$ cat config.mk
export PLATFORM = sky130hd
export DESIGN_NAME = nios_mtl_timeout_counter
export DESIGN_NICKNAME = d
export VERILOG_FILES = /design/src/rtl/nios_mtl_timeout_counter.sv
export SDC_FILE = /design/constraint.sdc
export NUM_CORES = 1
export LEC_CHECK = 0
export CORE_ASPECT_RATIO = 1.2
export CORE_MARGIN = 4
export CORE_UTILIZATION = 40
export CTS_CLUSTER_SIZE = 16
export DETAILED_ROUTE_END_ITERATION = 6
export DONT_BUFFER_PORTS = 1
export PLACE_DENSITY = 0.51
export SETUP_SLACK_MARGIN = 0.2
export SYNTH_ARGS = -nofsm -noshare
export SYNTH_HDL_FRONTEND = slang
export SYNTH_SLANG_ARGS = --single-unit
$ cat constraint.sdc
create_clock -name i_clock -period 2.3 [get_ports i_clock]
set_clock_uncertainty 0.2 [all_clocks]
set_input_delay 0.69 -clock i_clock [delete_from_list [all_inputs] [get_ports i_clock]]
set_output_delay 0.69 -clock i_clock [all_outputs]
set_load 0.005 [all_outputs]
$ cat src/rtl/nios_mtl_timeout_counter.sv
// nios_mtl_timeout_counter: 16-bit per-transaction cycle budget
module nios_mtl_timeout_counter #(
    parameter int unsigned LIMIT = 255
) (
    input  logic i_clock,
    input  logic i_reset,
    input  logic i_clear,
    input  logic i_enable,
    output logic o_expired
);
    logic [15:0] r_count;
    // clear wins over counting so a new request always starts from zero
    always_ff @(posedge i_clock) begin
        if (i_reset || i_clear) r_count <= '0;
        else if (i_enable) r_count <= r_count + 16'd1;
    end
    assign o_expired = i_enable && (r_count == 16'(LIMIT));
endmodule

==> results.toml <==
[placed_design]
io_buffers = 0
dp_slack_ps = 108.5
dp_hpwl_um = 935.1
place_congestion = 0.6940
postPlaceCellArea_um2 = 773.2

[floorplan]
chipHeight_um = 54.94
ios = 5
die-width_um = 47.12
rows = 16
core_area_mm2 = 0.001682
die_area_mm2 = 0.002589
initial_core_util_pct = 43.68

[pwr]
clockPowerShare_pct = 40.2
power_frac_seq_pct = 57.4
p_sw_share_pct = 21.96
cellPowerDensity_mw_per_mm2 = 558.6
leakagePower_nw = 0.3077
p_sw_mw = 0.1068
p_comb_share_pct = 2.5
intPower_mw = 0.3796
peakVddDrop_uv = 299.0

[worst_setup_path]
crit_arrival_ps = 1400
cpPeakStageDelay_ps = 420
critical_path_class = "flop to output port"
critPathLaunch = "r_count[0]"
r2r-end = "r_count[14]"
r2r_slack_ps = 670
crit_path_end = "o_expired"
path_cells = "ha_4 > nand4_4 > or3_4 > nor2_4"
path_max_fanout = 2
r2r-start = "r_count[0]"
worstRegToRegCells = 6
cpMaxStageDelayCell = "or3_4"
start_kind = "flop"
crit_path_end_kind = "output port"
required_ps = 1410

[global_route]
grt_pass1_wl_mm = 2.497
grt_max_degree = 17
grt_remaining_overflow = 0
antenna_found_initial = 0
grt_pass1_vias = 573
globalRouteTotalUtil_pct = 14.04

[clock_network]
h-tree-depth = 1
insertion_delay_ps = 300
cts-root-buf = "clkbuf_4"
clk_path_buf_depth = 2
cts_tree = "yes"
cts_buffers = 3
path_clk_slew_ps = 100
cts_sinks = 16

[run]
cap_violations = 0

[route]
dr.first_iter.drc_count = 5
drc_errors = 0
num_vias = 575
ant_nets = 0
firstDrtPassIters = 2
wl_per_cell_um = 13.19
vias_per_cell = 5.275
routed_wl_mm = 1.438

[timing]
report.final.hold_viol_count = 0
setup_tns_ps = 0
maxSlewHeadroom_pct = 76.88
fin_crit_ps = 2294
setup_ws_ps = 6.166
timing.fmax_ghz = 0.4360
setup-violations-final = 0
tightestPinTransition_ps = 343.6
slew_viol_final = 0
period_share_pct = 99.73
rsz0062_at_grt = "yes"

[logic_synthesis]
ys_seq_area_share_pct = 43.61
yosysUniqueCellTypes = 22
syn-num-nets = 88
syn_inst = 83
synth_area_um2 = 734.5
synth-seq-cells = 16
synth.avg_cell_area_um2 = 8.849
synth_warnings = 0

[final_layout]
top_register = "r_count"
antenna_cells = 0
drive_gt1_share_pct = 25.27
reg.largest.list = "r_count: 16 flops"
layout_commonest_cell = "nor2_1"
area_delta_synth_final_pct = 18.57
largest_reg_flops = 16
final_cell_mix = "nor2_1 (16), dfxtp_1 (13), xnor2_1 (10)"
layout.nets = 97
final_area_um2 = 870.8
finish.utilization_pct = 51.79

[run_status]
status = "finished clean"

[hold_path]
min_path_type = "flop to flop"
worst min-delay path by stage:
stage,startpoint,end,slack (ps),depth (start not counted)
5_1_grt,i_enable,r_count[0],350,2
3_5_place_dp,r_count[5],r_count[5],310,2
4_1_cts,r_count[5],r_count[5],320,2
3_3_place_gp,r_count[5],r_count[5],300,2
2_1_floorplan,r_count[5],r_count[5],280,2
6_report,r_count[5],r_count[5],320,2
power groups by stage:
stage,Combinational [mW],Clock [mW],Sequential (mW)
after floorplan,0.00795,0,0.286
after global placement,0.00907,0,0.286
after detailed placement,0.00896,0,0.286
after CTS,0.0118,0.196,0.279
after global routing,0.0132,0.213,0.280
final,0.0119,0.195,0.279
cells in the mapped netlist:
| master | number | area share (%) |
|---|---|---|
| nor2_1 | 17 | 8.7 |
| or2_2 | 1 | 0.85 |
| clkbuf_1 | 2 | 1.0 |
| nand2_1 | 5 | 2.6 |
| and3_1 | 1 | 0.85 |
| or3_1 | 2 | 1.7 |
| nand4_1 | 2 | 1.7 |
| mux2i_1 | 1 | 1.4 |
| nor4_1 | 4 | 3.4 |
| ha_1 | 1 | 1.7 |
| dfxtp_1 | 16 | 44 |
| a31o_2 | 1 | 1.2 |
| inv_1 | 3 | 1.5 |
| a21oi_1 | 2 | 1.4 |
| and4_2 | 1 | 1.4 |
| xor2_1 | 3 | 3.6 |
| nor4_2 | 1 | 1.7 |
| nor3_1 | 3 | 2.0 |
| o21ai_0 | 1 | 0.68 |
| nand4_2 | 3 | 5.1 |
| xnor2_1 | 10 | 12 |
| nand3_1 | 3 | 2.0 |
layout make-up:
class	instances	area, µm²
tap	18	22.52
fill	174	810.8
multi-input combinational	62	429.2
timing repair buffer	6	45.04
sequential	16	326.6
inverter	3	11.26
clock buffer	4	36.28
stage by stage:
stage	total power [mW]	hold WS (ps)	std cells
after floorplan	0.2936	280.0	83
after global placement	0.2948	303.6	100
after detailed placement	0.2948	309.0	100
after CTS	0.4862	323.9	109
after global routing	0.5058	346.5	109
final	0.4864	320.1	109
critical path: cells and delay by family, from the launching register on:
family | cells | cell delay, ps
fa+ha+maj | 1 | 150
flops | 1 | 380
simple gates | 3 | 590
timing repair:
action,in CTS,in global routing
endpoints found under the setup margin,1,1
resized for setup,6,1
hold buffers,0,0
gates cloned,0,0
buffers inserted,5,0
pin swaps,4,3
kinds of logic (layout without fill, tap and decap cells):
group	count (synthesis)	count (layout)	synth area share (%)
compound gates	4	4	3.236
xor+xnor	13	13	15.50
fa+ha+maj	1	1	1.703
buf+inv	5	13	2.556
flops	16	16	43.61
mux	1	1	1.363
simple gates	43	43	32.03
layer usage:
metal,up-vias,wire [µm],track usage (%)
li1,302,-,-
met3,4,30,2.913
met4,0,38,9.677
met2,5,681,21.72
met5,-,0,0
met1,264,688,17.09
Note: power is estimated with default switching activity, not from simulation.
